File: src/rtl/hir_mac_pipe_if.sv
// Operand/result bundle for the pipelined multiply-accumulate unit.
// The scheduler side is the master; the MAC datapath is the slave.
interface hir_mac_pipe_if #(
    parameter int unsigned WIDTH     = 32,
    parameter int unsigned ACC_WIDTH = 80
);
    logic                 t;
    logic [WIDTH-1:0]     a;
    logic [WIDTH-1:0]     b;
    logic                 acc_clr;
    logic [ACC_WIDTH-1:0] result;
    logic                 tout;
    logic                 ovf;

    modport master (
        output t,
        output a,
        output b,
        output acc_clr,
        input  result,
        input  tout,
        input  ovf
    );

    modport slave (
        input  t,
        input  a,
        input  b,
        input  acc_clr,
        output result,
        output tout,
        output ovf
    );
endinterface

File: src/rtl/hir_mac_pipe.sv
// Fully pipelined multiply-accumulate unit, II=1, fixed LATENCY from t to tout.
// Stage 1 captures operands, stage 2 holds the full product, stages 3..LATENCY-1
// are delay, and stage LATENCY updates the accumulator and raises tout.
module hir_mac_pipe #(
    parameter int unsigned WIDTH      = 32,
    parameter int unsigned ACC_WIDTH  = 80,
    parameter int unsigned LATENCY    = 4,
    parameter int unsigned SIGNED     = 1,
    parameter int unsigned ACCUMULATE = 1
) (
    input logic          clk,
    input logic          rst,
    hir_mac_pipe_if.slave bus
);
    localparam int unsigned PW  = 2 * WIDTH;
    localparam int unsigned DLY = (LATENCY > 3) ? (LATENCY - 3) : 0;

    // Elaboration-time parameter checks.
    if (WIDTH < 2) begin : g_err_width
        $error("hir_mac_pipe: WIDTH must be >= 2");
    end
    if (ACC_WIDTH < PW) begin : g_err_acc
        $error("hir_mac_pipe: ACC_WIDTH must be >= 2*WIDTH");
    end
    if (LATENCY < 3) begin : g_err_lat
        $error("hir_mac_pipe: LATENCY must be >= 3");
    end
    if ($bits(bus.a) != WIDTH || $bits(bus.result) != ACC_WIDTH) begin : g_err_if
        $error("hir_mac_pipe: interface widths do not match module parameters");
    end

    // ------------------------------------------------------------------
    // Stage 1: operand capture
    // ------------------------------------------------------------------
    logic             s1_vld_q;
    logic             s1_clr_q;
    logic [WIDTH-1:0] s1_a_q;
    logic [WIDTH-1:0] s1_b_q;

    // Valid/clr bits are reset so in-flight work is discarded on rst.
    always_ff @(posedge clk) begin
        if (rst) begin
            s1_vld_q <= 1'b0;
            s1_clr_q <= 1'b0;
        end else begin
            s1_vld_q <= bus.t;
            s1_clr_q <= bus.t & bus.acc_clr;
        end
    end

    // Operand data needs no reset; only loaded on a valid time pulse.
    always_ff @(posedge clk) begin
        if (bus.t) begin
            s1_a_q <= bus.a;
            s1_b_q <= bus.b;
        end
    end

    // ------------------------------------------------------------------
    // Stage 2: full-width product
    // ------------------------------------------------------------------
    logic [PW-1:0] mul_a;
    logic [PW-1:0] mul_b;
    logic [PW-1:0] mul_p;

    // Extend both operands to 2*WIDTH so the low half of the product is exact
    // for either signedness.
    always_comb begin
        mul_a = {{WIDTH{1'b0}}, s1_a_q};
        mul_b = {{WIDTH{1'b0}}, s1_b_q};
        if (SIGNED != 0) begin
            mul_a = {{WIDTH{s1_a_q[WIDTH-1]}}, s1_a_q};
            mul_b = {{WIDTH{s1_b_q[WIDTH-1]}}, s1_b_q};
        end
        mul_p = mul_a * mul_b;
    end

    logic          s2_vld_q;
    logic          s2_clr_q;
    logic [PW-1:0] s2_prod_q;

    // Stage 2 control bits.
    always_ff @(posedge clk) begin
        if (rst) begin
            s2_vld_q <= 1'b0;
            s2_clr_q <= 1'b0;
        end else begin
            s2_vld_q <= s1_vld_q;
            s2_clr_q <= s1_clr_q;
        end
    end

    // Stage 2 product register, loaded only for valid operands.
    always_ff @(posedge clk) begin
        if (s1_vld_q) begin
            s2_prod_q <= mul_p;
        end
    end

    // ------------------------------------------------------------------
    // Stages 3..LATENCY-1: pure delay
    // ------------------------------------------------------------------
    logic          last_vld;
    logic          last_clr;
    logic [PW-1:0] last_prod;

    if (DLY > 0) begin : g_dly
        logic          dly_vld_q  [DLY];
        logic          dly_clr_q  [DLY];
        logic [PW-1:0] dly_prod_q [DLY];

        // Control shift chain, cleared by reset.
        always_ff @(posedge clk) begin
            if (rst) begin
                for (int i = 0; i < int'(DLY); i++) begin
                    dly_vld_q[i] <= 1'b0;
                    dly_clr_q[i] <= 1'b0;
                end
            end else begin
                dly_vld_q[0] <= s2_vld_q;
                dly_clr_q[0] <= s2_clr_q;
                for (int i = 1; i < int'(DLY); i++) begin
                    dly_vld_q[i] <= dly_vld_q[i-1];
                    dly_clr_q[i] <= dly_clr_q[i-1];
                end
            end
        end

        // Product shift chain; contents only matter alongside a valid bit.
        always_ff @(posedge clk) begin
            dly_prod_q[0] <= s2_prod_q;
            for (int i = 1; i < int'(DLY); i++) begin
                dly_prod_q[i] <= dly_prod_q[i-1];
            end
        end

        assign last_vld  = dly_vld_q[DLY-1];
        assign last_clr  = dly_clr_q[DLY-1];
        assign last_prod = dly_prod_q[DLY-1];
    end else begin : g_nodly
        assign last_vld  = s2_vld_q;
        assign last_clr  = s2_clr_q;
        assign last_prod = s2_prod_q;
    end

    // ------------------------------------------------------------------
    // Stage LATENCY: accumulate and emit
    // ------------------------------------------------------------------
    logic [ACC_WIDTH-1:0] ext_prod;

    if (ACC_WIDTH > PW) begin : g_ext
        logic ext_bit;
        assign ext_bit  = (SIGNED != 0) ? last_prod[PW-1] : 1'b0;
        assign ext_prod = {{(ACC_WIDTH-PW){ext_bit}}, last_prod};
    end else begin : g_noext
        assign ext_prod = last_prod;
    end

    logic [ACC_WIDTH-1:0] acc_q, acc_d;
    logic                 ovf_q, ovf_d;
    logic                 tout_q;
    logic [ACC_WIDTH:0]   sum_full;
    logic [ACC_WIDTH-1:0] sum;
    logic                 add_ovf;

    // Next accumulator/overflow state; idle cycles hold everything.
    always_comb begin
        sum_full = {1'b0, acc_q} + {1'b0, ext_prod};
        sum      = sum_full[ACC_WIDTH-1:0];
        if (SIGNED != 0) begin
            add_ovf = (acc_q[ACC_WIDTH-1] == ext_prod[ACC_WIDTH-1]) &&
                      (sum[ACC_WIDTH-1] != acc_q[ACC_WIDTH-1]);
        end else begin
            add_ovf = sum_full[ACC_WIDTH];
        end

        acc_d = acc_q;
        ovf_d = ovf_q;
        if (last_vld) begin
            if (ACCUMULATE == 0 || last_clr) begin
                acc_d = ext_prod;
                ovf_d = 1'b0;
            end else begin
                acc_d = sum;
                ovf_d = ovf_q | add_ovf;
            end
        end
    end

    // Final-stage registers; result is the accumulator itself.
    always_ff @(posedge clk) begin
        if (rst) begin
            acc_q  <= '0;
            ovf_q  <= 1'b0;
            tout_q <= 1'b0;
        end else begin
            acc_q  <= acc_d;
            ovf_q  <= ovf_d;
            tout_q <= last_vld;
        end
    end

    assign bus.result = acc_q;
    assign bus.tout   = tout_q;
    assign bus.ovf    = (ACCUMULATE != 0) ? ovf_q : 1'b0;

endmodule

File: src/flat_wrapper.sv
// flat-port wrapper written by rule: the top's interface ports become plain ports
module hir_mac_pipe_flat 
#(
    parameter int unsigned WIDTH      = 32,
    parameter int unsigned ACC_WIDTH  = 80,
    parameter int unsigned LATENCY    = 4,
    parameter int unsigned SIGNED     = 1,
    parameter int unsigned ACCUMULATE = 1
)
  (clk, rst, bus_t, bus_a, bus_b, bus_acc_clr, bus_result, bus_tout, bus_ovf);
  hir_mac_pipe_if #(.WIDTH(WIDTH), .ACC_WIDTH(ACC_WIDTH)) bus_i ();
  input logic clk;
  input logic rst;
  input wire logic [$bits(bus_i.t)-1:0] bus_t;
  input wire logic [$bits(bus_i.a)-1:0] bus_a;
  input wire logic [$bits(bus_i.b)-1:0] bus_b;
  input wire logic [$bits(bus_i.acc_clr)-1:0] bus_acc_clr;
  output wire logic [$bits(bus_i.result)-1:0] bus_result;
  output wire logic [$bits(bus_i.tout)-1:0] bus_tout;
  output wire logic [$bits(bus_i.ovf)-1:0] bus_ovf;
  assign bus_i.t = bus_t;
  assign bus_i.a = bus_a;
  assign bus_i.b = bus_b;
  assign bus_i.acc_clr = bus_acc_clr;
  assign bus_result = bus_i.result;
  assign bus_tout = bus_i.tout;
  assign bus_ovf = bus_i.ovf;
  hir_mac_pipe #(.WIDTH(WIDTH), .ACC_WIDTH(ACC_WIDTH), .LATENCY(LATENCY), .SIGNED(SIGNED), .ACCUMULATE(ACCUMULATE)) u_core (.clk(clk), .rst(rst), .bus(bus_i));
endmodule
File: config.mk
export PLATFORM = sky130hd
export DESIGN_NAME = hir_mac_pipe_flat
export DESIGN_NICKNAME = d
export VERILOG_FILES = /design/src/rtl/hir_mac_pipe_if.sv /design/src/rtl/hir_mac_pipe.sv /design/src/flat_wrapper.sv
export SDC_FILE = /design/constraint.sdc
export NUM_CORES = 2
export LEC_CHECK = 0
export CAP_MARGIN = 15
export CORE_MARGIN = 1
export CORE_UTILIZATION = 55
export DETAILED_ROUTE_END_ITERATION = 12
export PLACE_DENSITY = 0.7
export SYNTH_ARGS = -nofsm -noshare
export SYNTH_HDL_FRONTEND = slang
export SYNTH_SLANG_ARGS = --single-unit
File: constraint.sdc
create_clock -name clk -period 16 [get_ports clk]
set_input_delay 1.6 -clock clk [delete_from_list [all_inputs] [get_ports clk]]
set_output_delay 1.6 -clock clk [all_outputs]
set_load 0.01 [all_outputs]
Word-level counts from Yosys, hierarchy flattened

Memories as Yosys holds them, arrays and structs flattened.
Index checks and enable logic that the tools add are counted.

Muxes and demuxes: 9
Add/sub/neg operators: 1
Reductions and logical operators: 3
Eq/ne operators: 2
$mul: 1
Bitwise operators: 2

Operators by type and width:

| cell                | number |
|---|---|
| $add A80 B80 Y80    | 1 |
| $mux W80            | 1 |
| $mul A32 B32 Y64    | 1 |
| $mux W1             | 8 |
| $reduce_or A1 Y1    | 2 |
| $and A1 B1 Y1       | 1 |
| $eq A1 B1 Y1        | 1 |
| $logic_and A1 B1 Y1 | 1 |
| $ne A1 B1 Y1        | 1 |
| $or A1 B1 Y1        | 1 |

Word-level logic and storage cells: 31
Bits of input ports: 68
Register bits: 214
Memories kept: 3
Bits in writable memories: 66

Memory list:

| memory                  | words | width | read ports | clocked after Yosys merged registers in | wr ports | line                | source |
|---|---|---|---|---|---|---|---|
| u_core.g_dly.dly_prod_q | 1     | 64    | 1          | 0                                       | 1        | hir_mac_pipe.sv:110 | `logic [PW-1:0] dly_prod_q [DLY];` |
| u_core.g_dly.dly_clr_q  | 1     | 1     | 1          | 0                                       | 1        | hir_mac_pipe.sv:109 | `logic dly_clr_q [DLY];` |
| u_core.g_dly.dly_vld_q  | 1     | 1     | 1          | 0                                       | 1        | hir_mac_pipe.sv:108 | `logic dly_vld_q [DLY];` |

Depth between registers and ports, before layout

Depth in word-level cells: 5
Mapped depth: 29
Depth with buffers taken out: 28

Worst setup path before layout

OpenSTA, ideal clock, no wires.

Kind: flip-flop to flip-flop
Start: register u_core.s1_a_q[31]
End: register u_core.s2_prod_q[63] (data pin)
Buffers on the path: 2
Setup time: 260 ps
Clock period less this slack: 7759 ps
Cell stages (with the launch flop): 28
Slack: 8241 ps
Data arrival time: 7499 ps
Cells stage by stage: edfxtp_1 -> clkbuf_1 -> nand2_1 -> inv_1 -> fa_1 -> inv_1 -> fa_1 -> inv_1 -> fa_1 -> fa_1 -> inv_1 -> fa_1 -> inv_1 -> fa_1 -> fa_1 -> inv_1 -> fa_1 -> inv_1 -> ha_1 -> clkbuf_1 -> nand2_1 -> nor2_1 -> a22o_1 -> o32ai_2 -> o21ai_1 -> a221o_1 -> a21oi_1 -> xnor2_1

Cells in the longest elaborated chain, start to end: 1

RTL lines:

| item                   | line               | source |
|---|---|---|
| from (decl)            | hir_mac_pipe.sv:37 | `logic [WIDTH-1:0] s1_a_q;` |
| from (signal assigned) | hir_mac_pipe.sv:54 | `s1_a_q <= bus.a;` |
| $mul A32 B32 Y64       | hir_mac_pipe.sv:75 | `mul_p = mul_a * mul_b;` |
| net u_core.mul_p[63]   | hir_mac_pipe.sv:64 | `logic [PW-1:0] mul_p;` |
| to (signal assigned)   | hir_mac_pipe.sv:96 | `s2_prod_q <= mul_p;` |
| to (decl)              | hir_mac_pipe.sv:80 | `logic [PW-1:0] s2_prod_q;` |

The timed path passes the listed nets, and every way through them passes these cells.
A chain may end at the register's enable or synchronous reset.

Final worst setup path

Start: register u_core.s1_b_q[2]
End: register u_core.s2_prod_q[63] (data pin)

Cells in the longest elaborated chain, start to end: 1

RTL lines:

| item                   | line               | source |
|---|---|---|
| from (decl)            | hir_mac_pipe.sv:38 | `logic [WIDTH-1:0] s1_b_q;` |
| from (signal assigned) | hir_mac_pipe.sv:55 | `s1_b_q <= bus.b;` |
| $mul A32 B32 Y64       | hir_mac_pipe.sv:75 |  |
| net u_core.mul_p[63]   | hir_mac_pipe.sv:64 |  |

The timed path passes the listed nets, and every way through them passes these cells.

==> results.cfg <==
[synth]
synthTopCellsByCount = 1,083 x fa_1, 1,010 x inv_1, 635 x nand2_1
post-synth-top-count-cell = fa_1
syn_nets = 6644
yosysWarnings = 0
yosys-top-cells-area = fa_1 44%, edfxtp_1 7.7%, inv_1 7.6%
yosysSeqAreaShare = 0.139
synth_area_um2 = 49700
synthCells = 5230
syn_avg_cell_area_um2 = 9.50
synth-seq-cells = 280
synth_area_leader_cell = fa_1
synth_edf_count = 128
synth_ff_type = dfxtp_1
synth_cell_types = 82
ys_async_sr_fraction = 0
yosysTopAreaCellShare = 0.436

[detailed_routing]
drc = 0
wire_per_inst_um = 20.9
ant_nets = 0
viasPerCell = 5.63
drt-total-wl_um = 134000
firstDrtPassIters = 6
vias = 36075
drtIter0Drc = 2936

[critical_path]
start_kind = register
timing.rr.end = u_core.s2_prod_q[63]
cpMostUsedCell = fa_1
required_ns = 16.33
rr_startpoint = u_core.s1_b_q[2]
arrival_ns = 9.15
slowest_delay_ns = 1.05
r2r_slack_ns = 7.17
path_class = register to register
endpoint_kind = register
rr_worst_depth = 24
cp_slowest_cell = fa_1
crit_chain = buf_4 -> nand2_1 -> inv_1 -> fa_1 -> fa_1 -> fa_1 -> fa_1 -> inv_1 -> fa_1 -> inv_1 -> fa_1 -> fa_1 -> inv_1 -> fa_1 -> inv_1 -> ha_1 -> a21o_1 -> a21o_1 -> a22o_1 -> o32ai_2 -> o21ai_1 -> a221o_1 -> a21oi_1 -> xnor2_1
crit_fanout = 32

[sta]
hold_viol = 0
clock_skew_ns = 0.0451
rsz0062_at_grt = false
tns_ns = 0
period_minus_slack_ns = 8.83
setup_violations = 0
post-route-period-util = 0.552
drv_slew = 0
slew_headroom = 0.239
worst_slew_pin_slew_ns = 1.14
max_freq_mhz = 113

[grt]
grt_pass1_vias = 37798
grt_pass1_wl_um = 213000
grt_max_degree = 80
gr-total-overflow = 0
grt_antenna_before_repair = 2
grtUsageTotal = 0.305

[floorplanning]
die_area_um2 = 91600
start_util = 0.559
rows = 109
ios = 150
die-width_um = 303
die_h_um = 303
core_area_um2 = 88900

[cts]
postCtsSetupRepairBufs = 0
hold_buffers = 0
clockRootBuffer = clkbuf_16
path_clk_slew_ns = 0.06
clk_path_buf_depth = 3
clkSinkCount = 280
tritoncts = yes
h-tree-depth = 2
cts_resized = 0
clock_latency_ns = 0.62
cts_buffers = 37

[finish]
nets = 6625
drive_gt1_frac = 0.0307
area_growth_pct = 7.18
n_fill_cell = 7597

[placement]
dpl.hpwl_um = 99900
io_buffer_count = 149
routabilityCongestion = 0.947

[worst_hold_path]
hold_start = u_core.s2_prod_q[18]
hold_class = register to register
min_to = u_core.g_dly.dly_prod_q[0][18]
holdPathStages = 0

[outcome]
status = finished clean

[flow_run]
drv_cap = 0
## state kept, by name, indices dropped and copies added (netlist names)
register                 cells
u_core.bus.ovf               1
u_core.bus.result           80
u_core.bus.tout              1
u_core.g_dly.dly_clr_q       1
u_core.g_dly.dly_prod_q     64
u_core.g_dly.dly_vld_q       1
u_core.s1_a_q               32
u_core.s1_b_q               32
u_core.s1_clr_q              1
u_core.s1_vld_q              1
u_core.s2_clr_q              1
u_core.s2_prod_q            64
u_core.s2_vld_q              1
## critical path: cells and delay by family (launching register included)
family / cells / cell delay (ns)
adder cells (fa/ha/maj): 9 / 5.24
AO/OA/AOI/OAI: 7 / 1.60
buffers and inverters: 6 / 1.09
flip-flops: 1 / 0.32
AND/OR/NAND/NOR: 1 / 0.16
XOR/XNOR: 1 / 0.08
## final cells by class
| cell class | count | area (um2) | share of cell area |
|---|---|---|---|
| clock buffer | 45 | 1010 | 0.0189 |
| sequential | 280 | 6900 | 0.129 |
| timing repair buffer | 220 | 2020 | 0.0379 |
| clock inverter | 22 | 136 | 0.00256 |
| tap | 1165 | 1460 | 0.0274 |
| antenna | 1 | 2.50 | 0.0000470 |
| inverter | 1011 | 3790 | 0.0712 |
| multi-input combinational | 3661 | 38000 | 0.713 |
## worst max-delay path by stage
stage | from | end | slack [ns] | depth (start not counted)
after CTS | u_core.s1_b_q[2] | u_core.s2_prod_q[63] | 7.17 | 24
final | u_core.s1_b_q[2] | u_core.s2_prod_q[63] | 7.17 | 24
after global routing | u_core.s1_a_q[18] | u_core.s2_prod_q[61] | 6.80 | 24
after detailed placement | u_core.s1_b_q[2] | u_core.s2_prod_q[63] | 7.21 | 24
after global placement | u_core.s1_b_q[2] | u_core.s2_prod_q[63] | 7.27 | 24
after floorplan | u_core.s1_a_q[31] | u_core.s2_prod_q[63] | 8.24 | 27
## per-layer routing
layer	global-route usage	vias up	share of wire
li1	-	15946	-
met1	0.433	18171	0.42
met2	0.455	1703	0.44
met3	0.0881	253	0.11
met4	0.0885	2	0.028
met5	0	-	0.000097
## layout by cell type, fill, tap and decap left out, types with 11 or more instances in the layout
master / n
a211oi_1: 34
a21o_1: 71
a21oi_1: 178
a31oi_1: 12
and2_1: 511
and3_1: 22
buf_4: 72
clkbuf_16: 38
clkdlybuf4s50_1: 147
dfxtp_1: 149
edfxtp_1: 128
fa_1: 1083
ha_1: 263
inv_1: 1010
mux2i_1: 24
nand2_1: 635
nand2b_1: 26
nand3_1: 43
nand4_1: 30
nor2_1: 190
nor2b_1: 21
nor3_1: 24
o211ai_1: 42
o21a_1: 19
o21ai_0: 125
o21bai_1: 29
o31ai_1: 11
or3_1: 13
xnor2_1: 93
xor2_1: 43
## stage by stage
stage	cell area (um2)	setup WS (ns)	std cells	util	hold WS, ns
6_report	53300	7.17	6405	0.599	0.317
2_1_floorplan	49700	8.24	5230	-	0.323
4_1_cts	53300	7.17	6404	0.599	0.321
3_3_place_gp	52100	7.27	6337	0.586	0.324
3_5_place_dp	52100	7.21	6337	0.586	0.327
5_1_grt	53300	6.80	6404	0.599	0.320
## cell families after synthesis
group	after synthesis	share of synthesized area
fa+ha+maj	1346	0.502
mux	24	0.00483
flops	280	0.139
compound gates	620	0.0815
xor+xnor	136	0.0240
simple gates	1535	0.151
buf+inv	1289	0.0978
Power is left out: the tool's default activity adds up to more than one toggle a clock period on the data nets, which glitch-free logic cannot reach.
